`config.mk`:
```
export PLATFORM = sky130hd
export DESIGN_NAME = idma_channel_arbiter
export DESIGN_NICKNAME = d
export VERILOG_FILES = /design/src/rtl/idma_arb_pkg.sv /design/src/rtl/stream_fifo.sv /design/src/rtl/idma_channel_arbiter.sv
export SDC_FILE = /design/constraint.sdc
export NUM_CORES = 1
export LEC_CHECK = 0
export ABC_AREA = 1
export BUFFER_PORTS_ARGS = -buffer_cell sky130_fd_sc_hd__buf_2
export CORE_MARGIN = 1
export CORE_UTILIZATION = 45
export CTS_CLUSTER_DIAMETER = 100
export DETAILED_ROUTE_END_ITERATION = 12
export PLACE_DENSITY = 0.65
export SLEW_MARGIN = 25
export SYNTH_ARGS = -nofsm -noshare
export SYNTH_HDL_FRONTEND = slang
export SYNTH_HIERARCHICAL = 1
export SYNTH_SLANG_ARGS = --single-unit
```
`constraint.sdc`:
```
create_clock -name clk_i -period 9.8 [get_ports clk_i]
set_input_delay 0.98 -clock clk_i [delete_from_list [all_inputs] [get_ports clk_i]]
set_output_delay 0.98 -clock clk_i [all_outputs]
set_load 0.02 [all_outputs]
```
`src/rtl/idma_arb_pkg.sv`:
```
// Shared types and constants for the iDMA channel arbiter.
package idma_arb_pkg;

    localparam int unsigned MaxChannels = 16;

    typedef enum logic {
        IDLE = 1'b0,
        HELD = 1'b1
    } gnt_state_e;

    // Channel index width; never collapses to zero bits.
    function automatic int unsigned idx_width(input int unsigned n);
        return (n > 1) ? $clog2(n) : 1;
    endfunction

endpackage

```
`src/rtl/stream_fifo.sv`:
```
// Valid/ready FIFO with optional fall-through; DEPTH must be a power of two.
module stream_fifo #(
    parameter bit          FALL_THROUGH = 1'b0,
    parameter int unsigned DEPTH        = 8,
    parameter type         data_t       = logic
) (
    input  logic  clk_i,
    input  logic  rst_ni,
    input  data_t data_i,
    input  logic  valid_i,
    output logic  ready_o,
    output data_t data_o,
    output logic  valid_o,
    input  logic  ready_i
);

    localparam int unsigned AddrW  = $clog2(DEPTH);
    localparam int unsigned UsageW = AddrW + 1;

    logic [AddrW-1:0]  wr_q, rd_q;
    logic [UsageW-1:0] usage_q;
    data_t             mem_q [DEPTH];
    logic              empty, push, pop;

    assign empty   = (usage_q == '0);
    assign ready_o = (usage_q != UsageW'(DEPTH));

    generate
        if (FALL_THROUGH) begin : g_ft
            // An empty FIFO forwards the input straight through without storing it.
            assign valid_o = !empty || valid_i;
            assign data_o  = empty ? data_i : mem_q[rd_q];
            assign push    = valid_i && ready_o && !(empty && ready_i);
            assign pop     = ready_i && !empty;
        end else begin : g_reg
            assign valid_o = !empty;
            assign data_o  = mem_q[rd_q];
            assign push    = valid_i && ready_o;
            assign pop     = ready_i && !empty;
        end
    endgenerate

    always_ff @(posedge clk_i or negedge rst_ni) begin
        if (!rst_ni) begin
            wr_q    <= '0;
            rd_q    <= '0;
            usage_q <= '0;
        end else begin
            if (push) wr_q <= wr_q + AddrW'(1);
            if (pop)  rd_q <= rd_q + AddrW'(1);
            if (push && !pop)      usage_q <= usage_q + UsageW'(1);
            else if (pop && !push) usage_q <= usage_q - UsageW'(1);
        end
    end

    always_ff @(posedge clk_i) begin
        if (push) mem_q[wr_q] <= data_i;
    end

endmodule

```
`src/rtl/idma_channel_arbiter.sv`:
```
// Round-robin arbiter sharing one iDMA backend among several frontend channels.
// Optional per-channel completion statistics: define IDMA_CHANNEL_ARBITER_STATS_EN.
module idma_channel_arbiter
    import idma_arb_pkg::*;
#(
    parameter int unsigned NumChannels   = 4,
    parameter int unsigned CmplFifoDepth = 8,
    parameter type         idma_req_t    = logic,
    parameter type         idma_rsp_t    = logic
) (
    input  logic                   clk_i,
    input  logic                   rst_ni,
    input  idma_req_t              ch_req_i       [NumChannels],
    input  logic [NumChannels-1:0] ch_req_valid_i,
    output logic [NumChannels-1:0] ch_req_ready_o,
    output idma_rsp_t              ch_rsp_o       [NumChannels],
    output logic [NumChannels-1:0] ch_rsp_valid_o,
    input  logic [NumChannels-1:0] ch_rsp_ready_i,
    output idma_req_t              be_req_o,
    output logic                   be_req_valid_o,
    input  logic                   be_req_ready_i,
    input  idma_rsp_t              be_rsp_i,
    input  logic                   be_rsp_valid_i,
    output logic                   be_rsp_ready_o,
    output logic [NumChannels-1:0] ch_busy_o,
    output logic                   busy_o
`ifdef IDMA_CHANNEL_ARBITER_STATS_EN
    ,
    output logic [NumChannels-1:0][31:0] ch_jobs_done_o
`endif
);

    localparam int unsigned IdxW = idx_width(NumChannels);
    localparam int unsigned CntW = $clog2(CmplFifoDepth + 1);

    typedef logic [IdxW-1:0] idx_t;

    gnt_state_e             state_q, state_d;
    idx_t                   rr_q, rr_d, gnt_q, gnt_d;
    idx_t                   sel_idx, head_idx;
    logic                   sel_valid, req_hs, rsp_hs;
    logic                   fifo_ready, fifo_valid;
    logic [NumChannels-1:0] cnt_inc, cnt_dec;
    logic [CntW-1:0]        cnt_q [NumChannels];

    always_ff @(posedge clk_i or negedge rst_ni) begin
        if (!rst_ni) begin
            state_q <= IDLE;
            rr_q    <= '0;
            gnt_q   <= '0;
        end else begin
            state_q <= state_d;
            rr_q    <= rr_d;
            gnt_q   <= gnt_d;
        end
    end

    // Grant selection and backend request; a held grant cannot be pre-empted.
    always_comb begin : p_grant
        int unsigned cand;
        state_d        = state_q;
        rr_d           = rr_q;
        gnt_d          = gnt_q;
        sel_idx        = gnt_q;
        sel_valid      = 1'b0;
        cand           = 0;
        ch_req_ready_o = '0;

        if (state_q == HELD) begin
            sel_valid = ch_req_valid_i[gnt_q];
        end else begin
            for (int unsigned i = 0; i < NumChannels; i++) begin
                cand = 32'(rr_q) + i;
                if (cand >= NumChannels) cand = cand - NumChannels;
                if (!sel_valid && ch_req_valid_i[IdxW'(cand)]) begin
                    sel_valid = 1'b1;
                    sel_idx   = IdxW'(cand);
                end
            end
        end

        be_req_o       = ch_req_i[sel_idx];
        be_req_valid_o = rst_ni && sel_valid && fifo_ready;
        if (be_req_valid_o) ch_req_ready_o[sel_idx] = be_req_ready_i;
        req_hs = be_req_valid_o && be_req_ready_i;

        case (state_q)
            IDLE: if (be_req_valid_o && !be_req_ready_i) begin
                state_d = HELD;
                gnt_d   = sel_idx;
            end
            HELD: if (req_hs) state_d = IDLE;
            default: state_d = IDLE;
        endcase

        if (req_hs) rr_d = (32'(sel_idx) == NumChannels - 1) ? '0 : sel_idx + IdxW'(1);
    end

    stream_fifo #(
        .FALL_THROUGH (1'b0),
        .DEPTH        (CmplFifoDepth),
        .data_t       (idx_t)
    ) i_cmpl_fifo (
        .clk_i   (clk_i),
        .rst_ni  (rst_ni),
        .data_i  (sel_idx),
        .valid_i (req_hs),
        .ready_o (fifo_ready),
        .data_o  (head_idx),
        .valid_o (fifo_valid),
        .ready_i (rsp_hs)
    );

    // Responses return in issue order, so the FIFO head owns the backend response.
    always_comb begin : p_rsp
        ch_rsp_valid_o = '0;
        for (int unsigned k = 0; k < NumChannels; k++) ch_rsp_o[k] = '0;
        be_rsp_ready_o = fifo_valid && ch_rsp_ready_i[head_idx];
        if (fifo_valid) begin
            ch_rsp_o[head_idx]       = be_rsp_i;
            ch_rsp_valid_o[head_idx] = be_rsp_valid_i;
        end
        rsp_hs = be_rsp_valid_i && be_rsp_ready_o;
    end

    always_comb begin : p_cnt_ctrl
        cnt_inc = '0;
        cnt_dec = '0;
        for (int unsigned k = 0; k < NumChannels; k++) begin
            cnt_inc[k] = req_hs && (sel_idx == IdxW'(k));
            cnt_dec[k] = rsp_hs && (head_idx == IdxW'(k));
        end
    end

    always_ff @(posedge clk_i or negedge rst_ni) begin
        if (!rst_ni) begin
            for (int unsigned k = 0; k < NumChannels; k++) cnt_q[k] <= '0;
        end else begin
            for (int unsigned k = 0; k < NumChannels; k++) begin
                if (cnt_inc[k] && !cnt_dec[k])      cnt_q[k] <= cnt_q[k] + CntW'(1);
                else if (cnt_dec[k] && !cnt_inc[k]) cnt_q[k] <= cnt_q[k] - CntW'(1);
            end
        end
    end

    always_comb begin : p_busy
        ch_busy_o = '0;
        for (int unsigned k = 0; k < NumChannels; k++) ch_busy_o[k] = (cnt_q[k] != '0);
        busy_o = |ch_busy_o;
    end

`ifdef IDMA_CHANNEL_ARBITER_STATS_EN
    always_ff @(posedge clk_i or negedge rst_ni) begin
        if (!rst_ni) begin
            ch_jobs_done_o <= '0;
        end else begin
            for (int unsigned k = 0; k < NumChannels; k++) begin
                if (cnt_dec[k]) ch_jobs_done_o[k] <= ch_jobs_done_o[k] + 32'd1;
            end
        end
    end
`endif

endmodule

```
==> impl_metrics.toml <==
[worst_hold_path]
min_from = "cnt_q[15]$_DFFE_PN0P_"
min_path_type = "reg2reg"
hold_path_depth = 1
min_to = "cnt_q[15]$_DFFE_PN0P_"

[critical_path]
path_cells = "buf_2 > inv_1 > nand2_1 > nand3_2 > nand2_4 > nor2_8 > nand3_2 > nand2_2 > nand3_2 > nand2_4 > nand2_4 > inv_1 > ha_1 > nand2_1 > nor2_1 > buf_2"
cp.arrival_ns = 2.82
max_stage_delay_ns = 0.23
reg2reg_to = "cnt_q[3]$_DFFE_PN0P_"
critPathKind = "in2out"
cp_max_fo = 10
crit_slowest_cell = "inv_1"
crit_required_ns = 8.82
endpoint_kind = "output port"
crit_path_start_kind = "input port"
ff2ff_path_depth = 24
regToRegSetupSlack_ns = 6.22
r2r-start = "rr_q[0]$_DFFE_PN0P_"

[clock_network]
cts.repair.resized = 0
clkLatencyLatePin_ns = 0.30
htreeDepth = 2
cts-root-buf = "clkbuf_8"
cts_tree = "built"
cts_sinks = 47
post-cts-setup-buffers = 0
cts_buffers = 5
cts_buffer_depth = 2
cts.clk_slew.worst_paths_ns = 0.09
ctsHoldBuffers = 0

[timing]
tns_ns = 0
drv_slew = 0
final.period_utilization_pct = 38.8
finalHoldViolCount = 0
tightest_slew_ns = 0.745
setup_slack_ns = 6.00
relSlewSlack_pct = 50.3
period_needed_ns = 3.80
hold_ws_ns = 0.470
rsz0062_at_grt = "no"
clock.fmax_ghz = 0.263
clock_skew_ns = 0.00515
setup_viol = 0

[yosys]
synthFlopType = "dfrtp_1"
syn_area_um2 = 3370
synth_edf_count = 16
yosysUniqueCellTypes = 37
synth-async-reset-ratio_pct = 66.0
syn_nets = 449
ys_warn_count = 6
syn_inst = 406
ys_seq_area_share_pct = 37.3
synth_seq_cells = 47
avgSynthCellArea_um2 = 8.30

[floorplanning]
core-area_um2 = 7250
fp-row-count = 31
fp.dieW_um = 88.5
io_pins = 37
start_util_pct = 46.5
dieArea_um2 = 7840
die_h_um = 88.5

[placed_design]
place_hpwl_um = 5160
port_buffers = 36
place.gp.congestion = 0.857
pre_cts_ws_ns = 5.83
dpl_cell_area_um2 = 3620

[power]
p_per_area_nw_per_um2 = 367
p_leak_nw = 1.85
worst_ir_drop_vdd_v = 0.000134

[status]
outcome = "finished, final reports clean"

[global_route]
grt_pass1_wl_um = 11000
use_met3_pct = 3.08
use_met2_pct = 30.3
top_usage_layer = "met2"
grt_use_met1_pct = 24.5
groute.usage.overall_pct = 18.1
grt_max_degree = 33
antenna_found_initial = 0
grt.overflow.total = 0
grt_pass1_vias = 2445

[routing]
vias = 2616
drc = 0
wire_per_inst_um = 12.0
detail_route.wirelength_um = 6540
drt_iter0_drc = 70
via_per_inst = 4.80
dr.pass1.iters = 4
ant_nets = 0

[cells_and_area]
n_antenna_cell = 0
final_net_count = 488
drive_above_1_share_pct = 21.7
fin_area_um2 = 3730
syn_to_final_growth_pct = 10.7

[run]
maxCapViolations = 0
## cell type report
type,count,area [um^2]
flip-flops and latches,47,1260
fillers,730,3520
clock buffers,5,68.8
multi-input cells,308,1880
repair buffers,36,180
well taps,99,124
clock inverters,3,38.8
inverters,47,186
## layout by cell type (no fill, tap or decap), types with 13 or more instances in the layout
cell type	instances
nand2_1	118
nor2_1	45
inv_1	40
buf_2	36
dfrtp_1	31
ha_1	21
nand2_4	16
edfxtp_1	16
o21ai_0	14
nand3_1	14
xnor2_1	13
## critical path, delay by kind of cell
kind	cells	cell delay [ns]
adder cells (fa/ha/maj)	1	0.19
buffers and inverters	4	0.61
AND/OR/NAND/NOR	11	1.03
## routing by layer
metal	up-vias	routed length [um]	share of wire, %
met5	-	0	0
met4	0	87	1.3
met3	8	160	2.4
met2	34	3160	48
met1	1205	3130	48
li1	1369	-	-
## flip-flops by register name, summed over array words and instances, names as in the netlist, named ones only
register / count
cnt_q: 16
i_cmpl_fifo/mem_q: 16
gnt_q: 2
i_cmpl_fifo/wr_q: 3
i_cmpl_fifo/rd_q: 3
rr_q: 2
i_cmpl_fifo/usage_q: 4
## Yosys cell counts (all sizes together) (4+ instances only)
| master | instances | area share [%] |
|---|---|---|
| nor2 | 49 | 6.3 |
| o21ai | 27 | 4.5 |
| xnor2 | 13 | 3.4 |
| nand3 | 21 | 4.2 |
| ha | 21 | 7.8 |
| a21oi | 9 | 1.4 |
| edfxtp | 16 | 14 |
| nand2 | 145 | 21 |
| xor2 | 4 | 1.3 |
| dfrtp | 31 | 23 |
| fa | 5 | 3.0 |
| a21o | 4 | 0.89 |
| buf | 4 | 1.5 |
| inv | 47 | 5.5 |
## through the flow
step	power, W	utilization (%)	instances
after floorplan	0.00107	-	406
after global placement	0.00122	50.0	537
after detailed placement	0.00124	50.0	537
after CTS	0.00138	51.4	545
after global routing	0.00151	51.4	545
final	0.00137	51.4	545
## cell families after synthesis
family	Yosys count	synth area share, %
flops	47	37.3
compound gates	43	7.43
mux	1	0.334
xor+xnor	17	4.64
fa+ha+maj	26	10.8
buf+inv	51	7.02
simple gates	221	32.5
## report_power, final
part / total (W) / internal, W / switching, W
Sequential: 0.000382 / 0.000295 / 0.0000868
Combinational: 0.000846 / 0.000314 / 0.000532
Clock: 0.000141 / 0.0000748 / 0.0000661
Total: 0.00137 / 0.000683 / 0.000685
## worst max path at each step
| stage | startpoint | cells past startpoint | endpoint |
|---|---|---|---|
| floorplan | ch_req_valid_i[2] | 23 | cnt_q[3]$_DFFE_PN0P_ |
| global placement | ch_req_valid_i[1] | 25 | cnt_q[3]$_DFFE_PN0P_ |
| global route | ch_req_valid_i[1] | 17 | ch_req_ready_o[3] |
| CTS | ch_req_valid_i[1] | 16 | ch_req_ready_o[3] |
| finish | ch_req_valid_i[1] | 16 | ch_req_ready_o[3] |
| detailed placement | ch_req_valid_i[1] | 24 | cnt_q[3]$_DFFE_PN0P_ |
Power figures use the tool's default switching activity.
